`config.mk`:
```
export PLATFORM = sky130hd
export DESIGN_NAME = fir_tap_mac
export DESIGN_NICKNAME = d
export VERILOG_FILES = /design/src/rtl/eq_pkg.sv /design/src/rtl/fir_delay_line.sv /design/src/rtl/fir_tap_mac.sv
export SDC_FILE = /design/constraint.sdc
export NUM_CORES = 2
export LEC_CHECK = 0
export CAP_MARGIN = 20
export CORE_ASPECT_RATIO = 0.8
export CORE_MARGIN = 2
export CORE_UTILIZATION = 45
export CTS_CLUSTER_SIZE = 25
export DETAILED_ROUTE_END_ITERATION = 10
export GPL_TIMING_DRIVEN = 0
export PLACE_DENSITY = 0.56
export SLEW_MARGIN = 40
export SYNTH_ARGS = -nofsm -noshare
export SYNTH_HDL_FRONTEND = slang
export SYNTH_SLANG_ARGS = --single-unit
```
`constraint.sdc`:
```
create_clock -name clk -period 24.8 [get_ports clk]
set_input_delay 3.72 -clock clk [delete_from_list [all_inputs] [get_ports clk]]
set_output_delay 3.72 -clock clk [all_outputs]
set_load 0.005 [all_outputs]
```
`src/rtl/eq_pkg.sv`:
```
// Equalizer band shared types and constants.
// Widths, tap count and output rounding/saturation.
package eq_pkg;

  localparam int TAPS    = 64;
  localparam int CNT_W   = $clog2(TAPS);
  localparam int DATA_W  = 16;
  localparam int COEFF_W = 16;
  localparam int FRAC_W  = COEFF_W - 1;
  localparam int PROD_W  = DATA_W + COEFF_W;
  localparam int ACC_W   = PROD_W + 6;

  localparam logic signed [ACC_W:0] SAT_MAX =
    (ACC_W+1)'(2**(DATA_W-1) - 1);
  localparam logic signed [ACC_W:0] SAT_MIN =
    (ACC_W+1)'(-(2**(DATA_W-1)));
  localparam logic signed [ACC_W:0] RND_BIAS =
    (ACC_W+1)'(2**(FRAC_W-1));

  // Round half up, drop the Q1.15 fraction, clamp.
  function automatic logic signed [DATA_W-1:0]
    round_sat(input logic signed [ACC_W-1:0] acc);
    logic signed [ACC_W:0] r;
    r = $signed({acc[ACC_W-1], acc}) + RND_BIAS;
    r = r >>> FRAC_W;
    if (r > SAT_MAX)
      return SAT_MAX[DATA_W-1:0];
    else if (r < SAT_MIN)
      return SAT_MIN[DATA_W-1:0];
    else
      return r[DATA_W-1:0];
  endfunction

endpackage

```
`src/rtl/fir_delay_line.sv`:
```
// 64-entry sample history with a frame write pointer.
// Tap k reads x[n-k]; tap 0 bypasses the incoming sample.
module fir_delay_line
  import eq_pkg::*;
(
  input  logic                     clk,
  input  logic                     rst,
  input  logic                     wr_en,
  input  logic signed [DATA_W-1:0] wr_data,
  input  logic                     adv,
  input  logic [CNT_W-1:0]         rd_k,
  output logic signed [DATA_W-1:0] rd_data
);

  logic signed [DATA_W-1:0] mem [TAPS];
  logic [CNT_W-1:0] wr_ptr;
  logic [CNT_W-1:0] rd_addr;

  assign rd_addr = wr_ptr - rd_k;
  assign rd_data = (rd_k == '0) ? wr_data
                                : mem[rd_addr];

  // Store new sample at frame start; advance at frame end.
  always_ff @(posedge clk or negedge rst) begin
    if (!rst) begin
      for (int i = 0; i < TAPS; i++)
        mem[i] <= '0;
      wr_ptr <= '0;
    end else begin
      if (wr_en)
        mem[wr_ptr] <= wr_data;
      if (adv)
        wr_ptr <= wr_ptr + CNT_W'(1);
    end
  end

endmodule

```
`src/rtl/fir_tap_mac.sv`:
```
// Serial 64-tap FIR MAC for one equalizer band.
// One tap product per enabled cycle, one sample per frame.
module fir_tap_mac
  import eq_pkg::*;
(
  input  logic                      clk,
  input  logic                      rst,
  input  logic                      clk_enable,
  input  logic [CNT_W-1:0]          current_count,
  input  logic signed [COEFF_W-1:0] coeff_in,
  input  logic signed [DATA_W-1:0]  filter_in,
  output logic signed [DATA_W-1:0]  filter_out,
  output logic                      filter_out_valid
);

  logic                     step_first;
  logic                     step_last;
  logic                     primed;
  logic                     done;
  logic signed [DATA_W-1:0] tap;
  logic signed [PROD_W-1:0] prod;
  logic signed [ACC_W-1:0]  prod_ext;
  logic signed [ACC_W-1:0]  acc;

  assign step_first = clk_enable &&
    (current_count == '0);
  assign step_last  = clk_enable &&
    (current_count == CNT_W'(TAPS-1));

  fir_delay_line u_dl (
    .clk     (clk),
    .rst     (rst),
    .wr_en   (step_first),
    .wr_data (filter_in),
    .adv     (step_last),
    .rd_k    (current_count),
    .rd_data (tap)
  );

  assign prod     = tap * coeff_in;
  assign prod_ext = {{(ACC_W-PROD_W){prod[PROD_W-1]}}, prod};

  // Accumulate; tap 0 restarts the sum and arms output.
  always_ff @(posedge clk or negedge rst) begin
    if (!rst) begin
      acc    <= '0;
      primed <= 1'b0;
    end else if (clk_enable) begin
      if (step_first) begin
        acc    <= prod_ext;
        primed <= 1'b1;
      end else begin
        acc <= acc + prod_ext;
      end
    end
  end

  // A completed frame publishes on the following edge.
  always_ff @(posedge clk or negedge rst) begin
    if (!rst) begin
      done             <= 1'b0;
      filter_out       <= '0;
      filter_out_valid <= 1'b0;
    end else begin
      done             <= step_last && primed;
      filter_out_valid <= done;
      if (done)
        filter_out <= round_sat(acc);
    end
  end

endmodule
```
==> flow_metrics.tcl <==
set metrics [dict create \
    core_area_um2 137000 \
    timing.critical_path.slowest_cell_delay_ns 0.94 \
    grtUsageTotal 0.277 \
    antenna_violations_before_repair 10 \
    hold_viol 0 \
    grt.busiest_layer "met1" \
    synth.distinct_cells 70 \
    final.setup_skew_ns 0.0418 \
    clock_tree.buffer_depth 3 \
    min_delay_path_depth 0 \
    globalRouteMet3Util 0.0437 \
    worst_pin_slew_ns 0.933 \
    global_route_wire_length_before_repair_mm 282 \
    floorplan.rows 121 \
    yosys_most_used_dff "sky130_fd_sc_hd__dfrtp_1" \
    postSynthCellCount 4544 \
    floorplan.die.height_um 336 \
    run_status "finished, final reports clean" \
    worst_path_top_cell_family_by_delay "adder cells" \
    critical_path.startpoint_type "primary input" \
    first_global_vias 39667 \
    design.die.area_um2 141000 \
    dr.first_iter.drc_count 3194 \
    gr-usage-met2 0.398 \
    report.final.setup_viol 0 \
    insertion_delay_ns 0.76 \
    gp_routability_congestion 0.859 \
    finalSetupTns_ns 0 \
    start_util 0.455 \
    detailed_placement_wirelength_estimate_mm 143 \
    avgSynthCellArea_um2 13.7 \
    detail_route.wirelength_mm 191 \
    worstHoldPathType "flop to flop" \
    cts-resized-gates 0 \
    ff2ff_path_depth 43 \
    avgRoutedWirePerCell_um 28.7 \
    max_freq_mhz 55.7 \
    number_of_buffer_and_inverter_stages_on_the_critical_path 9 \
    drv.max_cap_violation_count 0 \
    critical_path.slowest_cell "sky130_fd_sc_hd__fa_1" \
    synth.net_count 4977 \
    postCtsHoldBufs 0 \
    clkTransAtPathRegs_ns 0.06 \
    crit_type "primary input to flop" \
    synth-seq-cells 1087 \
    cts_root_buf "sky130_fd_sc_hd__clkbuf_16" \
    clock-sinks 1087 \
    layoutNonFillerInstCount 6669 \
    setup_buffers_after_cts 0 \
    num_vias 38983 \
    drtPass1Iterations 7 \
    drt-vias-per-instance 5.85 \
    io_pins 58 \
    synthesis.yosys.warnings 0 \
    critPathMaxFanout 10 \
    synth-edff-count 0 \
    cp_common_cell "sky130_fd_sc_hd__fa_1" \
    die_x_um 419 \
    async_flop_share 1.00 \
    place.detailed.instances 6465 \
    layout_min_cycle_time_ns 17.95 \
    buffer_ports.inserted 57 \
    tcrit_tclk_final 0.724 \
    reg2reg_setup_slack_ns 9.73 \
    cp.depth 43 \
    arrival_time_of_data_at_the_critical_path_endpoint_ns 18.53 \
    slew-limit-headroom 0.378 \
    crit_path_end_kind "flop" \
    synth_seq_area_share 0.438 \
    synth_area_um2 62100 \
    grt_start_max_net_pins 106 \
    htree_levels 3 \
    drc_errors_left 0 \
    share_of_layout_cells_above_drive_strength_1 0.366 \
    final_layout_net_count 5168 \
    globalRouteOverflowTotal 0 \
    grt_met1_usage 0.438 \
    postRouteAntennaNets 0 \
    report.final.slew_viol_count 0 \
    syn2layout_area_growth_pct 11.8 \
    inserted_clock_buffers 112 \
    cp.required_ns 25.38 \
    tritoncts "yes" \
    setup_repair_after_global_routing_missed_its_margin "false" \
]
==> Yosys cell counts, types with 35 or more instances <==
master,number,share of area
sky130_fd_sc_hd__xnor2_1,57,0.0080
sky130_fd_sc_hd__dfrtp_1,1087,0.44
sky130_fd_sc_hd__fa_1,264,0.085
sky130_fd_sc_hd__nand2_1,128,0.0077
sky130_fd_sc_hd__nor2_1,169,0.010
sky130_fd_sc_hd__inv_1,305,0.018
sky130_fd_sc_hd__o21ai_0,35,0.0028
sky130_fd_sc_hd__a21oi_1,109,0.0088
sky130_fd_sc_hd__mux4_2,318,0.12
sky130_fd_sc_hd__mux2_2,1027,0.19
sky130_fd_sc_hd__ha_1,128,0.026
sky130_fd_sc_hd__clkbuf_1,241,0.015
sky130_fd_sc_hd__nand3_1,36,0.0029
sky130_fd_sc_hd__nand2b_1,88,0.0089
sky130_fd_sc_hd__buf_2,35,0.0028
sky130_fd_sc_hd__nor2b_1,128,0.013
sky130_fd_sc_hd__and2_1,52,0.0052
==> flip-flops by register name, indices dropped and copies added (netlist names) <==
register	cells
primed	1
filter_out	16
filter_out_valid	1
u_dl.mem	1024
acc	38
u_dl.wr_ptr	6
done	1
==> layout by cell type (no fill, tap or decap), types with 109 or more instances in the layout <==
cell type,instances
sky130_fd_sc_hd__dfrtp_1,1087
sky130_fd_sc_hd__mux2_2,1027
sky130_fd_sc_hd__mux4_2,318
sky130_fd_sc_hd__inv_1,305
sky130_fd_sc_hd__fa_1,264
sky130_fd_sc_hd__clkbuf_1,205
sky130_fd_sc_hd__nor2b_1,128
sky130_fd_sc_hd__nand2_1,128
sky130_fd_sc_hd__ha_1,128
sky130_fd_sc_hd__nor2_1,123
sky130_fd_sc_hd__clkbuf_16,114
sky130_fd_sc_hd__a21oi_1,109
==> layout make-up <==
cell class,instances,area [µm²]
clock inverter,21,287
clock buffer,175,3300
tap,1845,2310
timing repair buffer,77,1070
fill,11902,67200
multi-input combinational,2828,32500
antenna,7,17.5
inverter,306,1150
buffer,323,1580
sequential,1087,27200
==> metrics by stage <==
step           hold WS, ns  setup WS (ns)   util  area [µm²]
2_1_floorplan        0.352          10.63      -       62100
3_3_place_gp         0.370         -31.66  0.476       65000
3_5_place_dp         0.377           6.13  0.481       65700
4_1_cts              0.377           6.90  0.507       69300
5_1_grt              0.408           6.26  0.508       69400
6_report             0.378           6.85  0.508       69400
==> cells by family (layout without fill, tap and decap cells) <==
| group | Yosys count | in the layout | synth area share |
|---|---|---|---|
| and+or+nand+nor | 680 | 680 | 0.0559 |
| xor gates and xnor gates | 84 | 84 | 0.0121 |
| adders and majority gates | 392 | 392 | 0.111 |
| DFF | 1087 | 1087 | 0.438 |
| muxes | 1376 | 1376 | 0.310 |
| AOI/OAI and AO/OA | 296 | 296 | 0.0310 |
| other | 0 | 7 | 0 |
| buffers and inverters | 629 | 902 | 0.0423 |
==> path summary, 6_finish.rpt <==
kind	from	to
max	current_count[0]	acc[37]
min	done	filter_out_valid
max reg2reg	u_dl.wr_ptr[1]	acc[37]
min reg2reg	done	filter_out_valid
max in group asynchronous	rst	u_dl.mem[597]
min in group asynchronous	rst	u_dl.mem[324]
==> layer usage <==
| layer | share of wire | vias to the layer above |
|---|---|---|
| li1 | - | 16439 |
| met1 | 0.49 | 21184 |
| met4 | 0.023 | 0 |
| met5 | 0 | - |
| met3 | 0.058 | 229 |
| met2 | 0.43 | 1131 |
Power is not shown: default switching activity piles up to over one toggle a cycle in this logic, so the estimate is an artifact.
